===== config.mk =====
export PLATFORM = sky130hd
export DESIGN_NAME = fifo_pkt_reader_flat
export DESIGN_NICKNAME = d
export VERILOG_FILES = /design/src/rtl/fifo_pkt_reader_if.sv /design/src/rtl/fifo_pkt_reader.sv /design/src/flat_wrapper.sv
export SDC_FILE = /design/constraint.sdc
export NUM_CORES = 1
export LEC_CHECK = 0
export BUFFER_PORTS_ARGS = -buffer_cell sky130_fd_sc_hd__buf_4
export CAP_MARGIN = 30
export CELL_PAD_IN_SITES_DETAIL_PLACEMENT = 1
export CELL_PAD_IN_SITES_GLOBAL_PLACEMENT = 1
export CORE_ASPECT_RATIO = 1.2
export CORE_MARGIN = 2
export CORE_UTILIZATION = 40
export CTS_CLUSTER_SIZE = 25
export DETAILED_ROUTE_END_ITERATION = 16
export PLACE_DENSITY = 0.82
export SYNTH_ARGS = -nofsm -noshare
export SYNTH_HDL_FRONTEND = slang
export SYNTH_SLANG_ARGS = --single-unit

===== constraint.sdc =====
create_clock -name clk_i -period 5.9 [get_ports clk_i]
set_clock_uncertainty 0.05 [all_clocks]
set_input_delay 0.59 -clock clk_i [delete_from_list [all_inputs] [get_ports clk_i]]
set_output_delay 0.59 -clock clk_i [all_outputs]
set_load 0.02 [all_outputs]

===== src/rtl/fifo_pkt_reader_if.sv =====
// FIFO read port plus valid/ready streaming source, bundled for fifo_pkt_reader.
// The master modport is the reader's view; the slave modport is the FIFO/sink side.
interface fifo_pkt_reader_if #(
    parameter int DWIDTH = 16
);
    logic [DWIDTH-1:0] fifo_q_i;
    logic              fifo_empty_i;
    logic              fifo_rdreq_o;
    logic [DWIDTH-1:0] src_data_o;
    logic              src_valid_o;
    logic              src_ready_i;
    logic              src_startofpacket_o;
    logic              src_endofpacket_o;

    modport master (
        input  fifo_q_i, fifo_empty_i, src_ready_i,
        output fifo_rdreq_o, src_data_o, src_valid_o,
               src_startofpacket_o, src_endofpacket_o
    );

    modport slave (
        output fifo_q_i, fifo_empty_i, src_ready_i,
        input  fifo_rdreq_o, src_data_o, src_valid_o,
               src_startofpacket_o, src_endofpacket_o
    );
endinterface


===== src/rtl/fifo_pkt_reader.sv =====
// Pops a show-ahead FIFO into a 2-entry skid buffer and streams fixed-length
// packets with sop/eop; an enable FSM only stops on packet boundaries.
module fifo_pkt_reader #(
    parameter int DWIDTH  = 16,
    parameter int PKT_LEN = 8,
    parameter int CWIDTH  = $clog2(PKT_LEN),
    parameter int PCWIDTH = 16
) (
    input  logic               clk_i,
    input  logic               srst_i,
    input  logic               enable_i,
    fifo_pkt_reader_if.master  bus,
    output logic [PCWIDTH-1:0] pkt_cnt_o,
    output logic               busy_o
);
    typedef enum logic [1:0] {IDLE, RUN, FINISH} state_t;

    localparam logic [CWIDTH-1:0] LAST = CWIDTH'(PKT_LEN - 1);

    state_t                       state_q, state_d;
    logic [1:0]                   buf_cnt_q, buf_cnt_d;
    logic [1:0][DWIDTH-1:0]       buf_data_q, buf_data_d;
    logic [CWIDTH-1:0]            pop_cnt_q, pop_cnt_d;
    logic [CWIDTH-1:0]            out_cnt_q, out_cnt_d;
    logic [PCWIDTH-1:0]           pkt_cnt_q, pkt_cnt_d;

    logic pop_allowed, pop, valid, xfer, sop, eop;

    // Pop decision uses only registered state and the empty flag, so src_ready_i
    // never reaches fifo_rdreq_o combinationally.
    always_comb begin
        pop_allowed = (state_q == RUN) || (state_q == FINISH && pop_cnt_q != '0);
        pop         = pop_allowed && !bus.fifo_empty_i && (buf_cnt_q < 2'd2);
        valid       = (buf_cnt_q != 2'd0);
        xfer        = valid && bus.src_ready_i;
        sop         = (out_cnt_q == '0);
        eop         = (out_cnt_q == LAST);
    end

    // Slot 0 is always the head; a transfer shifts slot 1 down before any pop lands.
    always_comb begin
        buf_data_d = buf_data_q;
        buf_cnt_d  = buf_cnt_q;
        if (xfer) begin
            buf_data_d[0] = buf_data_q[1];
            buf_cnt_d     = buf_cnt_q - 2'd1;
        end
        if (pop) begin
            buf_data_d[buf_cnt_d[0]] = bus.fifo_q_i;
            buf_cnt_d                = buf_cnt_d + 2'd1;
        end
    end

    always_comb begin
        pop_cnt_d = pop_cnt_q;
        if (pop) pop_cnt_d = (pop_cnt_q == LAST) ? '0 : pop_cnt_q + CWIDTH'(1);
        out_cnt_d = out_cnt_q;
        if (xfer) out_cnt_d = (out_cnt_q == LAST) ? '0 : out_cnt_q + CWIDTH'(1);
        pkt_cnt_d = pkt_cnt_q;
        if (xfer && eop) pkt_cnt_d = pkt_cnt_q + PCWIDTH'(1);
    end

    always_comb begin
        state_d = state_q;
        unique case (state_q)
            IDLE:    if (enable_i) state_d = RUN;
            RUN:     if (!enable_i) state_d = FINISH;
            FINISH: begin
                if (enable_i)
                    state_d = RUN;
                else if (pop_cnt_q == '0 && buf_cnt_q == 2'd0 && !pop)
                    state_d = IDLE;
            end
            default: state_d = IDLE;
        endcase
    end

    always_ff @(posedge clk_i) begin
        if (srst_i) begin
            state_q   <= IDLE;
            buf_cnt_q <= 2'd0;
            pop_cnt_q <= '0;
            out_cnt_q <= '0;
            pkt_cnt_q <= '0;
        end else begin
            state_q   <= state_d;
            buf_cnt_q <= buf_cnt_d;
            pop_cnt_q <= pop_cnt_d;
            out_cnt_q <= out_cnt_d;
            pkt_cnt_q <= pkt_cnt_d;
        end
    end

    always_ff @(posedge clk_i) begin
        buf_data_q <= buf_data_d;
    end

    always_comb begin
        bus.fifo_rdreq_o        = pop;
        bus.src_data_o          = buf_data_q[0];
        bus.src_valid_o         = valid;
        bus.src_startofpacket_o = valid && sop;
        bus.src_endofpacket_o   = valid && eop;
        pkt_cnt_o               = pkt_cnt_q;
        busy_o                  = (state_q != IDLE) || valid;
    end
endmodule


===== src/flat_wrapper.sv =====
// flat-port wrapper written by rule: the top's interface ports become plain ports
module fifo_pkt_reader_flat 
#(
    parameter int DWIDTH  = 16,
    parameter int PKT_LEN = 8,
    parameter int CWIDTH  = $clog2(PKT_LEN),
    parameter int PCWIDTH = 16
)
  (clk_i, srst_i, enable_i, pkt_cnt_o, busy_o, bus_fifo_q_i, bus_fifo_empty_i, bus_src_ready_i, bus_fifo_rdreq_o, bus_src_data_o, bus_src_valid_o, bus_src_startofpacket_o, bus_src_endofpacket_o);
  fifo_pkt_reader_if #(.DWIDTH(DWIDTH)) bus_i ();
  input  logic clk_i;
  input  logic srst_i;
  input  logic enable_i;
  output logic [PCWIDTH-1:0] pkt_cnt_o;
  output logic busy_o;
  input wire logic [$bits(bus_i.fifo_q_i)-1:0] bus_fifo_q_i;
  input wire logic [$bits(bus_i.fifo_empty_i)-1:0] bus_fifo_empty_i;
  input wire logic [$bits(bus_i.src_ready_i)-1:0] bus_src_ready_i;
  output wire logic [$bits(bus_i.fifo_rdreq_o)-1:0] bus_fifo_rdreq_o;
  output wire logic [$bits(bus_i.src_data_o)-1:0] bus_src_data_o;
  output wire logic [$bits(bus_i.src_valid_o)-1:0] bus_src_valid_o;
  output wire logic [$bits(bus_i.src_startofpacket_o)-1:0] bus_src_startofpacket_o;
  output wire logic [$bits(bus_i.src_endofpacket_o)-1:0] bus_src_endofpacket_o;
  assign bus_i.fifo_q_i = bus_fifo_q_i;
  assign bus_i.fifo_empty_i = bus_fifo_empty_i;
  assign bus_i.src_ready_i = bus_src_ready_i;
  assign bus_fifo_rdreq_o = bus_i.fifo_rdreq_o;
  assign bus_src_data_o = bus_i.src_data_o;
  assign bus_src_valid_o = bus_i.src_valid_o;
  assign bus_src_startofpacket_o = bus_i.src_startofpacket_o;
  assign bus_src_endofpacket_o = bus_i.src_endofpacket_o;
  fifo_pkt_reader #(.DWIDTH(DWIDTH), .PKT_LEN(PKT_LEN), .CWIDTH(CWIDTH), .PCWIDTH(PCWIDTH)) u_core (.clk_i(clk_i), .srst_i(srst_i), .enable_i(enable_i), .bus(bus_i), .pkt_cnt_o(pkt_cnt_o), .busy_o(busy_o));
endmodule

# Yosys cells after proc, flatten, opt, wreduce, memory -nomap -nowiden
# Cells that the tools add are included.
word_totals:
  output_inout_bits: 37
  ramBits: 0
  latch_bits: 0
  mem_bits_ro: 0
  inputBits: 21
  mem_count: 0
  elab_cells: 58
  ff_bits: 58
classes:
  n_reduce_logical: 22
  magnitude_cmp: 3
  shifts: 0
  add_sub_neg: 5
  muxes: 14
  div_mod_pow: 0
  n_eq_ne: 7
  multipliers: 0
  n_bitwise: 0
ops:
  columns: ["cell", "count"]
  rows:
  - ["16-bit 2-to-1 mux", 3]
  - ["32-bit bitwise mux", 1]
  - ["16-bit by 1-bit adder with 16-bit output, second input constant", 1]
  - ["16-bit demux with 1-bit select", 1]
  - ["2-bit 2-to-1 mux", 6]
  - ["1-bit logical AND", 10]
  - ["3-bit by 1-bit adder with 3-bit output, second input constant", 2]
  - ["3-bit == test, second input constant", 2]
  - ["3-bit zero test", 2]
  - ["3-bit 2-to-1 mux", 2]
  - ["2-bit case mux with 3 select lines", 1]
  - ["2-bit zero test", 2]
  - ["2-bit inequality test, second input constant", 2]
  - ["2-bit nonzero test", 2]
  - ["3-bit inequality test, second input constant", 1]
  - ["3-bit AND reduction", 1]
  - ["3-bit nonzero test", 1]
  - ["2-bit by 1-bit adder with 2-bit output, second input constant", 1]
  - ["2-bit by 1-bit == test with 1-bit output, second input constant", 1]
  - ["2-bit == test, second input constant", 1]
  - ["1-bit zero test", 2]
  - ["1-bit logical OR", 2]
  - ["1-bit by 2-bit < comparator with 1-bit output, second input constant", 1]
  - ["2-bit < comparator, second input constant", 1]
  - ["other kinds (2)", 2]

# Logic depth before layout (Yosys ltp)
# Gate-level depths: netlist (run 1).
depth:
  word_depth: 10
  depth_mapped: 9
  depth_no_buf: 7

# Least setup slack after synthesis (run 1)
# No wires, ideal clock.
synth_timing:
  kind: "input to register"
  start: "in bus_fifo_empty_i"
  end: "reg u_core.buf_data_q[16] (netlist name) (enable)"
  n_path_buf: 1
  arrival_time_ns: 1.990
  setup_slack_ns: 3.486
  required_time_ns: 5.476
  stages: 4
  setup_ns: 0.374
  path_cell_list: "or2_2 clkbuf_1 nor2_1 ha_1"
synth_via:
  elab_chain_cells: 3
synth_lines:
  columns: ["item", "line_no", "text"]
  rows:
  - ["start: declaration", "flat_wrapper.sv:17", "input wire logic [$bits(bus_i.fifo_empty_i)-1:0] bus_fifo_empty_i;"]
  - ["1-bit zero test", "fifo_pkt_reader.sv:33", "pop = pop_allowed && !bus.fifo_empty_i && (buf_cnt_q < 2'd2);"]
  - ["1-bit logical AND (2 in series)", "fifo_pkt_reader.sv:33", null]
  - ["net bus_fifo_rdreq_o", "flat_wrapper.sv:19", "output wire logic [$bits(bus_i.fifo_rdreq_o)-1:0] bus_fifo_rdreq_o;"]
  - ["end signal: assignment", "fifo_pkt_reader.sv:95", "buf_data_q <= buf_data_d;"]
  - ["end: declaration", "fifo_pkt_reader.sv:22", "logic [1:0][DWIDTH-1:0] buf_data_q, buf_data_d;"]
# The timed path passes the listed nets, and every way through them passes these cells.
# A chain may end at the register's enable or synchronous reset.

# Worst setup path after layout (run 1)
layout_timing:
  start: "reg u_core.pop_cnt_q[0]"
  end: "out bus_fifo_rdreq_o"
layout_via:
  elab_chain_cells: 5
layout_lines:
  columns: ["item", "line_no", "text"]
  rows:
  - ["start: declaration", "fifo_pkt_reader.sv:23", "logic [CWIDTH-1:0] pop_cnt_q, pop_cnt_d;"]
  - ["start signal: assignment", "fifo_pkt_reader.sv:88", "pop_cnt_q <= pop_cnt_d;"]
  - ["3-bit nonzero test", "fifo_pkt_reader.sv:32", "pop_allowed = (state_q == RUN) || (state_q == FINISH && pop_cnt_q != '0);"]
  - ["1-bit logical AND", "fifo_pkt_reader.sv:32", null]
  - ["1-bit logical OR", "fifo_pkt_reader.sv:32", null]
  - ["1-bit logical AND (2 in series)", "fifo_pkt_reader.sv:33", null]
  - ["end: declaration", "flat_wrapper.sv:19", null]
# No other way between the ends.

==> metrics.cfg, run 1 <==
[placed_design]
post_dp_cell_area_sq_mm = 0.00303
dp_hpwl_um = 4260
io_buffers = 57
dpl.cell_count = 388
routabilityCongestion = 0.727

[final_layout]
design_area_sq_mm = 0.00328
nets = 345
instances_no_fill = 405
final_layout_size_suffix_gt1_frac = 0.278
final_common_cell = buf_4
num_antenna_cells = 0
layout_common_cells = buf_4, dfxtp_1, nand2_1
fin_util = 0.506
area_growth_pct = 21.3

[synthesis]
synth_top_area_cell = dfxtp_1
yosysTopAreaCellShare = 0.311
synth_ff_type = dfxtp_1
syn_area_sq_mm = 0.00270
synth-seq-area-share = 0.489
yosysUniqueCellTypes = 38
synth_edf_count = 16
synth-seq-cells = 58
yosys_warnings = 0
ys_top_cells_by_area = dfxtp_1, edfxtp_1, nand2_1
synthArstFlopShare = 0
netlist_instances = 279
syn-num-nets = 309
avgSynthCellArea_sq_um = 9.69

[power]
p_per_area_mw_per_mm2 = 466
power.leakage_nw = 1.30
p_total_mw = 1.53
peakVddDrop_uv = 238

[sta]
min_period_ns = 2.88
tightest_slew_ns = 1.05
tns_ns = 0
rsz0062_at_grt = no
fin_crit_sh = 0.488
max_freq_mhz = 347
hold_viol = 0
finalSetupViolCount = 0
maxSlewViolCount = 0
max-slew-margin-rel = 0.298

[setup_path]
critPathCaptureType = output port
worstPathCellList = inv_1 -> ha_1 -> nand2b_1 -> a21oi_2 -> nor2_1 -> buf_4
crit_type = flop to output port
slowest_stage = a21oi_2
crit_arrival_ns = 2.24
slowest_delay_ns = 0.84
crit_buf_inv = 2
cp-start-kind = flop
cp_data_required_time_ns = 5.26
crit_fanout = 24
cpLargestDelayFamily = compound AO/OA/AOI/OAI gates

[global_routing]
grt_start_max_net_pins = 29
grt_overflow = 0
grt_pass1_vias = 2151
antenna_found_initial = 0
grt_use_total = 0.179
grt_first_pass_wirelength_um = 10300

[run]
drv_cap = 0

[clock_network]
clk_latency_ns = 0.33
cts_hold_buf = 0
cts_buffers = 9
post_cts_buffers = 0
clock-sinks = 58
cts_resized = 0
cts-root-buf = clkbuf_8
tritoncts = yes
clk_pin_slew_ns = 0.06
cts_max_path_buffers = 2
cts_max_level = 3

[drt]
drt_iter0_drc = 76
drt-vias-per-instance = 5.21
ant_nets = 0
wirelength_um = 6150
vias = 2109
drc = 0
wl_per_cell_um = 15.2
firstDrtPassIters = 4

[floorplanning]
die-height_um = 94.1
fp.dieArea_sq_mm = 0.00744
dieWidth_um = 79.1
io_pins = 58
coreArea_sq_mm = 0.00649
rows = 32
start_util = 0.417

[run_status]
status = finished, final reports clean

[min_path]
hold_class = primary input to flop

-- routing by layer --
layer  vias to the layer above  part of all wire  global-route usage
met4                         0             0.014              0.0603
li1                       1044                 -                   -
met2                        43              0.50               0.313
met3                         9             0.039              0.0519
met5                         -                 0                   0
met1                      1013              0.45               0.209
-- cell families (layout without fill, tap and decap cells) --
group | Yosys count | in the layout | share of synthesized area
XOR/XNOR | 12 | 12 | 0.0458
flip-flops | 58 | 58 | 0.489
AO/OA/AOI/OAI | 43 | 43 | 0.115
adder cells (fa/ha/maj) | 9 | 9 | 0.0416
buffers and inverters | 42 | 83 | 0.0907
AND/OR/NAND/NOR | 115 | 115 | 0.218
-- stage by stage --
stage	setup WS [ns]	hold slack (ns)
5_1_grt	2.87	0.365
3_3_place_gp	2.96	0.413
6_report	3.02	0.379
4_1_cts	2.82	0.360
2_1_floorplan	3.49	0.392
3_5_place_dp	2.84	0.430
-- registers in the layout, summed over array words and instances, names as in the netlist --
register / flops
u_core.buf_cnt_q: 2
u_core.pkt_cnt_o: 16
u_core.pop_cnt_q: 3
u_core.bus.src_data_o: 16
u_core.state_q: 2
u_core.out_cnt_q: 3
u_core.buf_data_q: 16
-- layout make-up --
cell class | count | area, sq um
tap | 85 | 106
multi-input combinational | 179 | 1140
clock inverter | 5 | 103
inverter | 9 | 33.8
timing repair buffer | 58 | 443
sequential | 58 | 1320
fill | 758 | 3210
clock buffer | 11 | 131
-- synth_stat cells, types with 7 or more instances --
library cell  number
inv_1              8
dfxtp_1           42
o21ai_0            7
ha_1               9
nand2_1           40
a31oi_2           10
clkbuf_1          12
buf_4             17
nand3_1            8
edfxtp_1          16
nor4_1            16
a21oi_1           15
xor2_1            11
nor2_1            15
-- worst reg2reg max path: stages, from the launching register on --
cell and delay [ns]:
dfxtp_1 0.33, inv_1 0.06, ha_1 0.14, nand2b_1 0.09, a21oi_2 0.84, or3_1 0.73
a31oi_1 0.21
-- where the power goes --
group          internal [mW]  switching [mW]
Sequential             0.491          0.0424
Combinational          0.232           0.326
Clock                  0.280           0.158
-- path summary, 6_finish.rpt --
path                                                 from                   endpoint  slack (ns)  cells after the start
worst min-delay path                             enable_i          u_core.state_q[1]        0.38                      2
worst max-delay path                  u_core.pop_cnt_q[0]           bus_fifo_rdreq_o        3.02                      6
worst max register to register        u_core.pop_cnt_q[0]   u_core.bus.src_data_o[2]        3.29                      6
worst min register to register  u_core.bus.src_data_o[15]  u_core.bus.src_data_o[15]        0.44                      2
Note: power is estimated with default switching activity, not from simulation.
==> run 2: changes to the inputs <==
Settings changed: CORE_UTILIZATION 40 to 37, PLACE_DENSITY 0.82 to 0.8.
Clock period 5.9 ns to 2.3 ns, I/O delays scaled along.
==> metrics.cfg, run 2 (same netlist as run 1, synthesis figures left out) <==
[final_layout]
area_growth_pct = 20.7
final_layout_size_suffix_gt1_frac = 0.294
nets = 352
instances_no_fill = 417
layout_common_cells = buf_4, dfxtp_1, nand2_1
num_antenna_cells = 0
final_common_cell = buf_4
fillCellCount = 854

[sta]
max-slew-margin-rel = 0.718
min_period_ns = 2.02
hold_viol = 0
fin_hold_ws_ns = 0.0304
finalSetupViolCount = 0
fin_crit_sh = 0.876
maxSlewViolCount = 0
max_freq_mhz = 496
tns_ns = 0
tightest_slew_ns = 0.423
rsz0062_at_grt = no

[setup_path]
slowest_delay_ns = 0.38
cpMostUsedCell = ha_1
crit_type = flop to flop
slowest_stage = dfxtp_1
worstPathCellList = ha_1 -> ha_1 -> and4b_1 -> buf_4 -> nand3_1 -> or3_1 -> a21oi_1
critPathCaptureType = flop
crit_fanout = 9
crit_arrival_ns = 2.22
r2r_cells = 7
cp-start-kind = flop
cp_data_required_time_ns = 2.51

[placed_design]
routabilityCongestion = 0.697
dpl.cell_count = 400
dp_hpwl_um = 4540
io_buffers = 57

[drt]
drt_iter0_drc = 69
vias = 2186
drt-vias-per-instance = 5.24
ant_nets = 0
wirelength_um = 6580
firstDrtPassIters = 4
wl_per_cell_um = 15.8
drc = 0

[floorplanning]
rows = 34
fp.dieArea_sq_mm = 0.00801
dieWidth_um = 82.0
start_util = 0.378
io_pins = 58
coreArea_sq_mm = 0.00715
die-height_um = 97.6

[power]
peakVddDrop_uv = 555
p_total_mw = 3.64
p_per_area_mw_per_mm2 = 1120
power.leakage_nw = 1.30

[global_routing]
grt_pass1_vias = 2331
antenna_found_initial = 0
grt_start_max_net_pins = 29
top_usage_layer = met2
grt_util_met3 = 0.0409
grt_first_pass_wirelength_um = 11200
grt_use_total = 0.180
met2_usage = 0.295
grt_overflow = 0
grt.met1_usage = 0.224

[min_path]
hold_class = primary input to flop
min_delay_path_depth = 1

[clock_network]
cts_buffers = 9
cts_resized = 0
cts_hold_buf = 1
clock-sinks = 58
cts-root-buf = clkbuf_8
cts_max_level = 3
tritoncts = yes
post_cts_buffers = 0
clk_pin_slew_ns = 0.07
clk_latency_ns = 0.33
cts_max_path_buffers = 2

[run]
drv_cap = 0

[run_status]
status = finished, final reports clean

[run 2: changes by cell type in the layout (fill, tap and decap cells not counted)]
cell and delta:
buf_4 +7, bufinv_16 -3, clkinv_2 +2, buf_8 -1, clkbuf_1 -1, clkinv_1 +1, clkinvlp_4 +1, dlygate4sd3_1 +1
ha_1 -1, ha_2 +1
[run 2: path summary, 6_finish.rpt]
path,start,to,slack (ns)
min reg2reg,u_core.out_cnt_q[1],u_core.out_cnt_q[1],0.43
max,u_core.out_cnt_q[0],u_core.pkt_cnt_o[12],0.28
max reg2reg,u_core.out_cnt_q[0],u_core.pkt_cnt_o[12],0.28
min,bus_fifo_q_i[3],u_core.buf_data_q[19],0.03
[run 2: final cells by class]
cell class | count | area, sq um | share of cell area
clock buffers | 10 | 128 | 0.0391
clock inverters | 6 | 33.8 | 0.0104
inverters | 9 | 33.8 | 0.0104
multi-input cells | 179 | 1140 | 0.350
flip-flops and latches | 58 | 1320 | 0.405
well taps | 90 | 113 | 0.0345
repair buffers | 65 | 490 | 0.150
[run 2: stage by stage]
step / worst slack, ns / util / area, sq um
final: 0.285 / 0.457 / 3260
after global routing: 0.137 / 0.457 / 3260
after CTS: 0.288 / 0.457 / 3260
after detailed placement: 0.302 / 0.433 / 3090
after global placement: 0.398 / 0.433 / 3090
after floorplan: 0.153 / - / 2710
[run 2: layer usage]
layer / up-vias / wire, um / share of wire
met2: 49 / 3330 / 0.51
met3: 7 / 303 / 0.046
li1: 1066 / - / -
met5: - / 0 / 0
met4: 0 / 92 / 0.014
met1: 1064 / 2860 / 0.43
[run 2: report_power, final]
| group | switching [mW] | internal [mW] | leakage, nW |
|---|---|---|---|
| clock | 0.405 | 0.381 | 0.0795 |
| sequential | 0.118 | 1.26 | 0.490 |
| combinational | 0.854 | 0.624 | 0.726 |
[run 2: critical path: cells and delay by family (launching register included)]
kind / cells / cell delay, ns
DFF: 1 / 0.38
adders and majority gates: 2 / 0.41
buffers and inverters: 1 / 0.18
and+or+nand+nor: 3 / 0.75
AOI/OAI and AO/OA: 1 / 0.17
